**src/rtl/bottle_pkg.sv**
```systemverilog
// Shared types, constants and the BCD increment helper for the bottle filling controller.
package bottle_pkg;

    localparam int BCD_W          = 4;
    localparam int BCD_MAX_DIGITS = 8;
    localparam int BCD_MAX_W      = BCD_W * BCD_MAX_DIGITS;

    typedef enum logic [1:0] {
        FILL = 2'd0,
        FULL = 2'd1,
        SWAP = 2'd2,
        STOP = 2'd3
    } lane_state_t;

    typedef enum logic [1:0] {
        IDLE = 2'd0,
        RUN  = 2'd1,
        DONE = 2'd2
    } run_state_t;

    // Adds one to the lowest 'digits' BCD digits of value, rippling a 9->0 carry upward.
    // Digits above 'digits' are passed through untouched.
    function automatic logic [BCD_MAX_W-1:0] bcd_inc(input logic [BCD_MAX_W-1:0] value,
                                                     input int digits);
        logic [BCD_MAX_W-1:0] res;
        logic                 carry;
        res   = value;
        carry = 1'b1;
        for (int i = 0; i < BCD_MAX_DIGITS; i++) begin
            if ((i < digits) && carry) begin
                if (value[i*BCD_W +: BCD_W] == 4'd9) begin
                    res[i*BCD_W +: BCD_W] = 4'd0;
                end else begin
                    res[i*BCD_W +: BCD_W] = value[i*BCD_W +: BCD_W] + 4'd1;
                    carry = 1'b0;
                end
            end
        end
        return res;
    endfunction

endpackage

```
**src/rtl/bottle_fill_ctrl_bcd_counter.sv**
```systemverilog
// Multi-digit BCD counter with synchronous clear and a "this increment reaches the limit" flag.
module bcd_counter
    import bottle_pkg::*;
#(
    parameter int DIGITS = 2
) (
    input  logic                      CLK,
    input  logic                      RST,
    input  logic                      clr,
    input  logic                      inc,
    input  logic [BCD_W*DIGITS-1:0]   limit,
    output logic [BCD_W*DIGITS-1:0]   value,
    output logic                      eq
);

    localparam int W = BCD_W * DIGITS;

    logic [BCD_MAX_W-1:0] value_ext;
    logic [BCD_MAX_W-1:0] limit_ext;
    logic [BCD_MAX_W-1:0] next_ext;

    // Next BCD value and limit detection; eq is asserted only in the cycle whose
    // increment lands exactly on the limit, so the caller can act on the same edge.
    always_comb begin
        value_ext = BCD_MAX_W'(value);
        limit_ext = BCD_MAX_W'(limit);
        next_ext  = bcd_inc(value_ext, DIGITS);
        eq        = inc && (next_ext == limit_ext);
    end

    // Count register; clear wins over increment.
    always_ff @(posedge CLK) begin
        if (RST) begin
            value <= '0;
        end else if (clr) begin
            value <= '0;
        end else if (inc) begin
            value <= W'(next_ext);
        end
    end

endmodule

```
**src/rtl/bottle_fill_ctrl.sv**
```systemverilog
// Multi-lane pill bottling controller: per-lane BCD pill counting, fixed-priority commit
// of full bottles into a shared BCD bottle counter, auto-swap or acknowledged changeover.
//
//   run state | meaning
//   IDLE      | after reset, waiting for a start with nonzero limits
//   RUN       | lanes filling and committing bottles
//   DONE      | bottle total reached, all lanes stopped
//
//   lane state | meaning
//   FILL       | counting pills into the current bottle
//   FULL       | bottle at limit, requesting a commit
//   SWAP       | committed in manual mode, waiting for bot_ack
//   STOP       | run not active (reset, idle or done)
module bottle_fill_ctrl
    import bottle_pkg::*;
#(
    parameter int CHANNELS    = 2,
    parameter int PILL_DIGITS = 2,
    parameter int BOT_DIGITS  = 2
) (
    input  logic                                  CLK,
    input  logic                                  RST,
    input  logic                                  start,
    input  logic                                  pause,
    input  logic                                  conti,
    input  logic [CHANNELS-1:0]                   bot_ack,
    input  logic [CHANNELS-1:0]                   pill,
    input  logic [BCD_W*PILL_DIGITS-1:0]          pill_max,
    input  logic [BCD_W*BOT_DIGITS-1:0]           bot_max,
    output logic [CHANNELS*BCD_W*PILL_DIGITS-1:0] pill_cnt,
    output logic [BCD_W*BOT_DIGITS-1:0]           bot_cnt,
    output logic [CHANNELS-1:0]                   bot_done,
    output logic                                  all_full,
    output logic                                  busy
);

    localparam int PW = BCD_W * PILL_DIGITS;
    localparam int BW = BCD_W * BOT_DIGITS;

    run_state_t          run_q;
    run_state_t          run_d;
    lane_state_t         lane_q [CHANNELS];
    lane_state_t         lane_d [CHANNELS];

    logic [PW-1:0]       pill_max_q;
    logic [BW-1:0]       bot_max_q;

    logic                start_ok;
    logic                gnt_any;
    logic                bot_hit;
    logic                found;
    logic [CHANNELS-1:0] req;
    logic [CHANNELS-1:0] gnt;
    logic [CHANNELS-1:0] lane_inc;
    logic [CHANNELS-1:0] lane_clr;
    logic [CHANNELS-1:0] lane_hit;

    // A start is honoured only outside RUN and only with both limits nonzero.
    assign start_ok = start && (run_q != RUN) && (pill_max != '0) && (bot_max != '0);

    // Per-lane request/increment/clear terms and the lowest-index-first commit grant.
    always_comb begin
        req      = '0;
        gnt      = '0;
        lane_inc = '0;
        lane_clr = '0;
        found    = 1'b0;
        for (int i = 0; i < CHANNELS; i++) begin
            req[i]      = (lane_q[i] == FULL);
            lane_inc[i] = (lane_q[i] == FILL) && pill[i] && !pause;
        end
        for (int i = 0; i < CHANNELS; i++) begin
            if (req[i] && !found) begin
                gnt[i] = 1'b1;
                found  = 1'b1;
            end
        end
        for (int i = 0; i < CHANNELS; i++) begin
            lane_clr[i] = start_ok
                        || (gnt[i] && conti)
                        || ((lane_q[i] == SWAP) && bot_ack[i]);
        end
    end

    assign gnt_any = |req;

    // Next-state logic for the run FSM and every lane; the final commit forces all lanes to STOP.
    always_comb begin
        run_d = run_q;
        for (int i = 0; i < CHANNELS; i++) begin
            lane_d[i] = lane_q[i];
        end
        case (run_q)
            IDLE, DONE: begin
                if (start_ok) begin
                    run_d = RUN;
                end
            end
            RUN: begin
                if (bot_hit) begin
                    run_d = DONE;
                end
            end
            default: run_d = IDLE;
        endcase
        for (int i = 0; i < CHANNELS; i++) begin
            if (start_ok) begin
                lane_d[i] = FILL;
            end else if (run_q == RUN) begin
                if (bot_hit) begin
                    lane_d[i] = STOP;
                end else begin
                    case (lane_q[i])
                        FILL: if (lane_hit[i]) lane_d[i] = FULL;
                        FULL: if (gnt[i])      lane_d[i] = conti ? FILL : SWAP;
                        SWAP: if (bot_ack[i])  lane_d[i] = FILL;
                        default: lane_d[i] = lane_q[i];
                    endcase
                end
            end
        end
    end

    // State registers, latched limits and the registered commit pulse.
    always_ff @(posedge CLK) begin
        if (RST) begin
            run_q      <= IDLE;
            pill_max_q <= '0;
            bot_max_q  <= '0;
            bot_done   <= '0;
            for (int i = 0; i < CHANNELS; i++) begin
                lane_q[i] <= STOP;
            end
        end else begin
            run_q    <= run_d;
            bot_done <= gnt;
            if (start_ok) begin
                pill_max_q <= pill_max;
                bot_max_q  <= bot_max;
            end
            for (int i = 0; i < CHANNELS; i++) begin
                lane_q[i] <= lane_d[i];
            end
        end
    end

    assign busy     = (run_q == RUN);
    assign all_full = (run_q == DONE);

    // One pill counter per lane; lane_hit flags the pill that fills the bottle.
    for (genvar g = 0; g < CHANNELS; g++) begin : g_lane
        bcd_counter #(
            .DIGITS (PILL_DIGITS)
        ) u_pill_cnt (
            .CLK   (CLK),
            .RST   (RST),
            .clr   (lane_clr[g]),
            .inc   (lane_inc[g]),
            .limit (pill_max_q),
            .value (pill_cnt[g*PW +: PW]),
            .eq    (lane_hit[g])
        );
    end

    // Shared bottle counter; bot_hit marks the commit that completes the run.
    bcd_counter #(
        .DIGITS (BOT_DIGITS)
    ) u_bot_cnt (
        .CLK   (CLK),
        .RST   (RST),
        .clr   (start_ok),
        .inc   (gnt_any),
        .limit (bot_max_q),
        .value (bot_cnt),
        .eq    (bot_hit)
    );

endmodule
```
**config.mk**
```make
export PLATFORM = sky130hd
export DESIGN_NAME = bottle_fill_ctrl
export DESIGN_NICKNAME = d
export VERILOG_FILES = /design/src/rtl/bottle_pkg.sv /design/src/rtl/bottle_fill_ctrl_bcd_counter.sv /design/src/rtl/bottle_fill_ctrl.sv
export SDC_FILE = /design/constraint.sdc
export NUM_CORES = 1
export LEC_CHECK = 0
export ABC_CLOCK_PERIOD_IN_PS = 3100
export CORE_MARGIN = 10
export CORE_UTILIZATION = 50
export DETAILED_ROUTE_END_ITERATION = 10
export PLACE_DENSITY_LB_ADDON = 0.2
export SLEW_MARGIN = 20
export SYNTH_ARGS = -nofsm -noshare
export SYNTH_HDL_FRONTEND = slang
export SYNTH_SLANG_ARGS = --single-unit
export TNS_END_PERCENT = 50
```
**constraint.sdc**
```tcl
create_clock -name CLK -period 3.1 [get_ports CLK]
set_input_delay 0.62 -clock CLK [delete_from_list [all_inputs] [get_ports CLK]]
set_output_delay 0.62 -clock CLK [all_outputs]
set_load 0.01 [all_outputs]
```
==> out/results.env, run 1 <==
NUM-NETS-FINAL=483
CRITPATHLAUNCHTYPE='flop'
CP.ARRIVAL_NS=3.00
SYNTH_EDF_COUNT=0
CELL_COUNT_POST_PLACEMENT=516
NUMCLOCKSINKS=48
CHIPHEIGHT_UM=100
GLOBALROUTE.TOTALOVERFLOW=0
GRTUSAGETOTAL=0.157
PATH_CLK_SLEW_NS=0.09
LAYOUT_WORST_PATH_CYCLE_SHARE=0.893
INSTANCES_NO_FILL=523
CP_CELL_SEQUENCE='inv_1, ha_1, and3b_1, or2_2, xnor2_1, a2111oi_2, nand4_2, nand2_1, and2b_1, a32oi_1'
POSTSYNTHCELLCOUNT=398
WL_PER_CELL_UM=15.1
HP-START='bot_max_q[2]'
DETAIL_ROUTE.FIRST_PASS.ITERATIONS=4
PLACED_AREA_UM2=3780
INITIAL_UTILIZATION=0.511
NUMBER_OF_PLACEMENT_ROWS=29
AREAGROWTHSYNTHTOFINISH_PCT=20.9
CLOCK-ROOT-BUFFER='sky130_fd_sc_hd__clkbuf_8'
DESIGN_POWER_TOTAL_mW=1.43
DESIGN.CORE.AREA_UM2=6280
RUN_STATUS='completed'
TIMING.REG2REG.SETUP_SLACK_NS=0.33
HOLD_END='bot_max_q[2]'
ANTENNA_LEFT=0
FIRST_GLOBAL_VIAS=2868
RSZ_0062_RAISED_AFTER_GLOBAL_ROUTING='false'
IO_BUFFER_COUNT=52
POST-CTS-SETUP-BUFFERS=0
FIN_WORST_SKEW_NS=0.0100
GRT_FIRST_PASS_WIRELENGTH_UM=13400
TRANSITION_TIME_AT_THE_PIN_WITH_THE_LEAST_SLEW_MARGIN_NS=0.561
FF2FF_PATH_DEPTH=10
ROUTE.DETAILED.VIAS_PER_INST=5.64
POST-ROUTE-CELL-AREA_UM2=3880
FILLERS=593
SHARE_OF_FINAL_LAYOUT_STANDARD_CELLS_STRONGER_THAN_DRIVE_STRENGTH_1=0.0717
SYN_AREA_PER_CELL_UM2=8.06
CRIT_PATH_MAX_INCR_DELAY_NS=0.46
CTS-HOLD-FIX-BUFFERS=0
WORST-ENDPOINT-REQUIRED_NS=3.33
SYNTH.FF_LATCH_COUNT=48
SYNTH_ASYNC_SR_FLOP_SHARE=0
WORST_HOLD_PATH.NUM_CELLS=2
SYN_NETS=435
MAIN_FLOP_TYPE_AFTER_SYNTHESIS='sky130_fd_sc_hd__dfxtp_1'
MULTI_INPUT_COMB_AREA_UM2=2100
GRT_ANTENNA_BEFORE_REPAIR=0
TRITONCTS.NUM_BUFFERS=5
P_PER_AREA_nW_PER_UM2=369
SETUP.WORST_PATH.END_CLASS='flop'
GRT.BUSIEST_LAYER='met2'
GR-USAGE-MET2=0.282
REGISTER_AREA_UM2=961
TRITONCTS='yes'
VDD.IR_DROP.WORST_mV=0.229
FP.DIEAREA_UM2=10000
DRC=0
SYNTH.YOSYS.SEQ_AREA_SHARE=0.299
GP_CONGESTION=0.836
DRT_FIRST_ITER_VIOLATIONS=100
FMAXACHIEVABLE_MHz=361
TIMING_WORST_SETUP_PATH_TYPE='flop to flop'
VIAS=2949
SETUP_VIOL=0
DIODES=0
MAXCAPVIOLCOUNT=0
WORST-PATH-MAX-FANOUT=7
CELL_WITH_THE_BIGGEST_INDIVIDUAL_DELAY_ON_THE_CRITICAL_PATH='sky130_fd_sc_hd__dfxtp_1'
H-TREE-DEPTH=2
NETLIST-CELL-TYPE-COUNT=65
CTS.REPAIR.RESIZED=0
SYNTHESIS.AREA_UM2=3210
TIMING_MAX_TRANSITION_VIOLATIONS_FINAL=0
POWER.STATIC_LEAKAGE_nW=1.45
PIN_COUNT_OF_THE_BIGGEST_NET_ENTERING_GLOBAL_ROUTING=24
IO_PINS=53
MET1_USAGE=0.178
WORSTHOLDPATHTYPE='flop to flop'
CRITICAL_PATH.REG2REG.ENDPOINT='lane_q[0][0]'
CLKLATENCYLATEPIN_NS=0.31
SETUP_TOTAL_NEGATIVE_SLACK_NS=0
POSTROUTEWIRELENGTH_UM=7910
HALF_PERIMETER_WIRE_LENGTH_AFTER_PLACEMENT_UM=6090
YOSYSWARNINGS=0
WORST_SLEW_MARGIN_REL=0.624
REGTOREGSTARTPOINT='u_bot_cnt.value[5]'
FINALWORSTPATHREQUIREDPERIOD_NS=2.77
CHIPWIDTH_UM=100
MET3_DEMAND_TO_CAPACITY_SHARE_IN_GLOBAL_ROUTING=0.0385
FINAL_HOLD_VIOL_COUNT=0
CTS_BUFFER_DEPTH=2
-- kinds of logic after synthesis --
group	after synthesis	synth area share
simple gates	164	0.279
compound gates	86	0.172
flops	48	0.299
buf+inv	35	0.0479
xor+xnor	29	0.0791
mux	24	0.0756
fa+ha+maj	12	0.0468
-- cell usage after synthesis (2+ instances only) --
| master | number | area (um^2) |
|---|---|---|
| sky130_fd_sc_hd__nand4bb_4 | 2 | 55.1 |
| sky130_fd_sc_hd__dfxtp_1 | 48 | 961 |
| sky130_fd_sc_hd__nor2b_1 | 12 | 75.1 |
| sky130_fd_sc_hd__nand3_1 | 12 | 60.1 |
| sky130_fd_sc_hd__nor2_1 | 58 | 218 |
| sky130_fd_sc_hd__xor2_1 | 8 | 70.1 |
| sky130_fd_sc_hd__a221o_1 | 2 | 20.0 |
| sky130_fd_sc_hd__buf_6 | 2 | 22.5 |
| sky130_fd_sc_hd__nand3b_1 | 2 | 15.0 |
| sky130_fd_sc_hd__mux2_2 | 2 | 22.5 |
| sky130_fd_sc_hd__buf_2 | 3 | 15.0 |
| sky130_fd_sc_hd__mux2i_1 | 22 | 220 |
| sky130_fd_sc_hd__a21oi_1 | 33 | 165 |
| sky130_fd_sc_hd__nand2b_1 | 8 | 50.1 |
| sky130_fd_sc_hd__and3b_1 | 2 | 17.5 |
| sky130_fd_sc_hd__ha_1 | 12 | 150 |
| sky130_fd_sc_hd__a21o_1 | 2 | 15.0 |
| sky130_fd_sc_hd__a32oi_1 | 2 | 17.5 |
| sky130_fd_sc_hd__nand2_1 | 24 | 90.1 |
| sky130_fd_sc_hd__o221ai_1 | 3 | 26.3 |
| sky130_fd_sc_hd__a31oi_1 | 2 | 12.5 |
| sky130_fd_sc_hd__and3_1 | 3 | 18.8 |
| sky130_fd_sc_hd__clkbuf_1 | 9 | 33.8 |
| sky130_fd_sc_hd__and2b_1 | 2 | 15.0 |
| sky130_fd_sc_hd__o21ai_0 | 19 | 95.1 |
| sky130_fd_sc_hd__xnor2_1 | 21 | 184 |
| sky130_fd_sc_hd__nor4_1 | 6 | 37.5 |
| sky130_fd_sc_hd__nor3_1 | 17 | 85.1 |
| sky130_fd_sc_hd__inv_1 | 18 | 67.6 |
| sky130_fd_sc_hd__nor3b_1 | 3 | 22.5 |
| sky130_fd_sc_hd__a22oi_1 | 2 | 15.0 |
| sky130_fd_sc_hd__o21ai_1 | 4 | 20.0 |
-- worst max path at each step --
stage / from / to / slack, ns
2_1_floorplan: u_bot_cnt.value[5] / lane_q[0][0] / 0.60
3_3_place_gp: u_bot_cnt.value[5] / lane_q[0][0] / 0.34
3_5_place_dp: u_bot_cnt.value[5] / lane_q[0][0] / 0.33
4_1_cts: u_bot_cnt.value[5] / lane_q[0][0] / 0.31
5_1_grt: u_bot_cnt.value[5] / lane_q[0][0] / 0.13
6_report: u_bot_cnt.value[5] / lane_q[0][0] / 0.33
-- worst max-delay path: cells and delay by family, from the launching register on --
family          cells  cell delay (ns)
flops               1             0.46
fa+ha+maj           1             0.25
simple gates        5             1.15
compound gates      2             0.62
xor+xnor            1             0.14
buf+inv             1             0.07
-- layout by cell type, fill, tap and decap left out, types with 17 or more instances in the layout --
cell and instances:
sky130_fd_sc_hd__o21ai_0 19, sky130_fd_sc_hd__xnor2_1 21, sky130_fd_sc_hd__mux2i_1 22, sky130_fd_sc_hd__nor2_1 58, sky130_fd_sc_hd__inv_1 18, sky130_fd_sc_hd__clkdlybuf4s50_1 52
sky130_fd_sc_hd__nor3_1 17, sky130_fd_sc_hd__dfxtp_1 48, sky130_fd_sc_hd__a21oi_1 32, sky130_fd_sc_hd__nand2_1 24
-- area by class of cell --
type                    count  share of cell area
inverters                  19              0.0184
well taps                  77              0.0248
repair buffers             57               0.144
clock buffers               7              0.0248
multi-input cells         315               0.541
flip-flops and latches     48               0.248
-- flip-flops by register name (all words and copies together), names as in the netlist --
| register | cells |
|---|---|
| g_lane.u_pill_cnt.value | 16 |
| u_bot_cnt.value | 8 |
| pill_max_q | 8 |
| lane_q | 4 |
| run_q | 2 |
| bot_done | 2 |
| bot_max_q | 8 |
-- where the power goes --
group	leakage, nW	total (mW)	internal [mW]	switching (mW)
Sequential	0.391	0.695	0.651	0.0443
Combinational	1.00	0.329	0.159	0.170
Clock	0.0503	0.408	0.199	0.209
Total	1.45	1.43	1.01	0.423
-- per-stage QoR --
stage / hold WS (ns) / setup WS [ns] / util
6_report: 0.544 / 0.332 / 0.618
2_1_floorplan: 0.477 / 0.604 / -
3_3_place_gp: 0.504 / 0.338 / 0.603
3_5_place_dp: 0.518 / 0.330 / 0.603
5_1_grt: 0.571 / 0.132 / 0.618
4_1_cts: 0.539 / 0.306 / 0.618
-- routing by layer --
metal / wire, um / part of all wire
met5: 0 / 0
met4: 136 / 0.017
met3: 380 / 0.048
met2: 4020 / 0.51
met1: 3380 / 0.43
Power figures use the tool's default switching activity.
==> run 2: changes to the inputs <==
--- a/config.mk
+++ b/config.mk
@@ -10,7 +10,7 @@
 export CORE_UTILIZATION = 50
 export DETAILED_ROUTE_END_ITERATION = 10
 export PLACE_DENSITY_LB_ADDON = 0.2
-export SLEW_MARGIN = 20
+export SLEW_MARGIN = 30
 export SYNTH_ARGS = -nofsm -noshare
 export SYNTH_HDL_FRONTEND = slang
 export SYNTH_SLANG_ARGS = --single-unit
==> results of run 2 <==
Final layout, timing and power as in run 1 (identical DEF).
==> run 3: changes to the inputs <==
--- a/config.mk
+++ b/config.mk
@@ -5,9 +5,9 @@
 export SDC_FILE = /design/constraint.sdc
 export NUM_CORES = 1
 export LEC_CHECK = 0
-export ABC_CLOCK_PERIOD_IN_PS = 3100
+export ABC_CLOCK_PERIOD_IN_PS = 2500
 export CORE_MARGIN = 10
-export CORE_UTILIZATION = 50
+export CORE_UTILIZATION = 49
 export DETAILED_ROUTE_END_ITERATION = 10
 export PLACE_DENSITY_LB_ADDON = 0.2
 export SLEW_MARGIN = 30
==> constraint.sdc (replaced) <==
create_clock -name CLK -period 2.5 [get_ports CLK]
set_input_delay 0.5 -clock CLK [delete_from_list [all_inputs] [get_ports CLK]]
set_output_delay 0.5 -clock CLK [all_outputs]
set_load 0.005 [all_outputs]
==> out/results.env, run 3 (synthesis gave the netlist of run 1 again) <==
FF2FF_PATH_DEPTH=9
FINAL_CELL_MIX='sky130_fd_sc_hd__nor2_1 (58), sky130_fd_sc_hd__clkdlybuf4s50_1 (52), sky130_fd_sc_hd__dfxtp_1 (48), sky130_fd_sc_hd__a21oi_1 (32)'
WORST-ENDPOINT-REQUIRED_NS=2.74
P_PER_AREA_nW_PER_UM2=502
CTS-HOLD-FIX-BUFFERS=0
CP.ARRIVAL_NS=2.60
TIMING_MAX_TRANSITION_VIOLATIONS_FINAL=0
SETUP.WORST_PATH.END_CLASS='flop'
RUN_STATUS='completed'
HOLD_END='bot_max_q[2]'
CRITICAL_PATH.REG2REG.ENDPOINT='lane_q[0][2]'
SETUP_SLACK_AT_PLACEMENT_NS=0.0795
GRTUSAGETOTAL=0.163
FIN_WORST_HOLD_SLACK_NS=0.527
FIN_WORST_SKEW_NS=0.0116
VIAS=3019
FINAL_HOLD_VIOL_COUNT=0
FINAL_COMMON_CELL='sky130_fd_sc_hd__nor2_1'
CHIPHEIGHT_UM=101
TRITONCTS='yes'
CTS_BUFFER_DEPTH=2
CLKLATENCYLATEPIN_NS=0.30
ROUTE.DETAILED.VIAS_PER_INST=5.56
DESIGN.CORE.AREA_UM2=6350
NUM-NETS-FINAL=502
TIMING_WORST_SETUP_PATH_TYPE='flop to flop'
CELL_WITH_THE_BIGGEST_INDIVIDUAL_DELAY_ON_THE_CRITICAL_PATH='sky130_fd_sc_hd__dfxtp_1'
TRITONCTS.NUM_BUFFERS=5
AREAGROWTHSYNTHTOFINISH_PCT=27.8
HP-START='bot_max_q[2]'
NUMCLOCKSINKS=48
MAXCAPVIOLCOUNT=0
SETUP_VIOL=0
GRT_FIRST_PASS_WIRELENGTH_UM=14100
ANTENNA_LEFT=0
TRANSITION_TIME_AT_THE_PIN_WITH_THE_LEAST_SLEW_MARGIN_NS=0.545
WORST_SLEW_MARGIN_REL=0.631
REGTOREGSTARTPOINT='lane_q[0][1]'
TIMING.REG2REG.SETUP_SLACK_NS=0.13
FINALWORSTPATHREQUIREDPERIOD_NS=2.37
LAYOUT_WORST_PATH_CYCLE_SHARE=0.946
CRITICAL-PATH-TOP-CELL-BY-COUNT='sky130_fd_sc_hd__a21oi_1'
FINALWORSTSETUPSLACK_NS=0.134
CRIT_PATH_MAX_INCR_DELAY_NS=0.38
DRC=0
H-TREE-DEPTH=2
CLOCK-ROOT-BUFFER='sky130_fd_sc_hd__clkbuf_8'
WORST_HOLD_PATH.NUM_CELLS=2
INITIAL_UTILIZATION=0.505
SETUP_TOTAL_NEGATIVE_SLACK_NS=0
DRT_FIRST_ITER_VIOLATIONS=131
GRT_ANTENNA_BEFORE_REPAIR=0
CELL_COUNT_POST_PLACEMENT=534
WORSTHOLDPATHTYPE='flop to flop'
NUMBER_OF_PLACEMENT_ROWS=29
VDD.IR_DROP.WORST_mV=0.292
CP_CELL_SEQUENCE='inv_1, ha_1, a21oi_1, o21ai_0, nor4_1, o211a_1, a21oi_1, a311o_1, o21ai_1'
CHIPWIDTH_UM=101
IO_BUFFER_COUNT=52
INSTANCES_NO_FILL=543
HALF_PERIMETER_WIRE_LENGTH_AFTER_PLACEMENT_UM=6280
FP.DIEAREA_UM2=10200
SHARE_OF_FINAL_LAYOUT_STANDARD_CELLS_STRONGER_THAN_DRIVE_STRENGTH_1=0.116
GP_CONGESTION=0.829
FMAXACHIEVABLE_MHz=423
GLOBALROUTE.TOTALOVERFLOW=0
PIN_COUNT_OF_THE_BIGGEST_NET_ENTERING_GLOBAL_ROUTING=24
IO_PINS=53
FIRST_GLOBAL_VIAS=3010
WL_PER_CELL_UM=15.1
WORST-PATH-MAX-FANOUT=11
DIODES=0
POSTROUTEWIRELENGTH_UM=8220
POWER.STATIC_LEAKAGE_nW=1.57
CRITPATHLAUNCHTYPE='flop'
PLACED_AREA_UM2=3920
POST-ROUTE-CELL-AREA_UM2=4100
DETAIL_ROUTE.FIRST_PASS.ITERATIONS=4
PATH_CLK_SLEW_NS=0.10
REGISTERS.TOP_BY_FF_COUNT='g_lane.u_pill_cnt.value'
LARGEST_REG_FLOPS=16
run 3: changes by cell type in the layout (fill, tap and decap cells not counted):
cell                        before  now
sky130_fd_sc_hd__nor4_2          0    1
sky130_fd_sc_hd__nor4_1          6    5
sky130_fd_sc_hd__o41ai_1         1    0
sky130_fd_sc_hd__clkbuf_8        7    5
sky130_fd_sc_hd__bufinv_16       0    3
sky130_fd_sc_hd__o41ai_2         0    1
sky130_fd_sc_hd__buf_4           5   24
run 3: stage by stage:
step,power [mW],utilization
floorplan,1.15,-
global placement,1.29,0.617
detailed placement,1.30,0.617
CTS,2.07,0.642
global route,2.15,0.646
finish,2.06,0.646
run 3: worst max-delay path, delay by kind of cell, from the launching register on:
family                   cells  cell delay (ns)
buffers and inverters        1             0.08
adder cells (fa/ha/maj)      1             0.33
flip-flops                   1             0.38
AND/OR/NAND/NOR              1             0.37
AO/OA/AOI/OAI                6             1.14
run 3: cell type report:
class                      instances  area [um^2]
clock buffer                       5         68.8
timing repair buffer              76          701
inverter                          19         71.3
tap                               77         96.3
clock inverter                     3         90.1
fill                             537         2250
multi-input combinational        315         2110
sequential                        48          961
run 3: what timing repair did:
action | 4_1_cts | 5_1_grt
setup endpoints to repair | 0 | 3
resized for setup | 0 | 2
endpoints found under the hold margin | 0 | 0
setup buffers | 0 | 1
run 3: worst max-delay path by stage:
| stage | startpoint | end | cells after the start |
|---|---|---|---|
| 6_report | lane_q[0][1] | lane_q[0][2] | 9 |
| 3_5_place_dp | pill_max[7] | g_lane[0].u_pill_cnt.value[6] | 8 |
| 4_1_cts | u_bot_cnt.value[5] | lane_q[0][0] | 10 |
| 2_1_floorplan | u_bot_cnt.value[5] | lane_q[0][0] | 10 |
| 5_1_grt | u_bot_cnt.value[5] | lane_q[0][0] | 10 |
| 3_3_place_gp | pill_max[7] | g_lane[0].u_pill_cnt.value[6] | 8 |
run 3: report_power, final:
| part | internal [mW] | switching, mW | leakage [nW] |
|---|---|---|---|
| Combinational | 0.216 | 0.224 | 1.10 |
| Clock | 0.500 | 0.264 | 0.0784 |
| Sequential | 0.807 | 0.0477 | 0.391 |
run 3: routing by layer:
layer  up-vias  routed length (um)  track usage
li1       1537                   -            -
met1      1394                3530        0.190
met5         -                   0            0
met3        12                 448       0.0370
met4         0                 109       0.0386
met2        76                4130        0.293
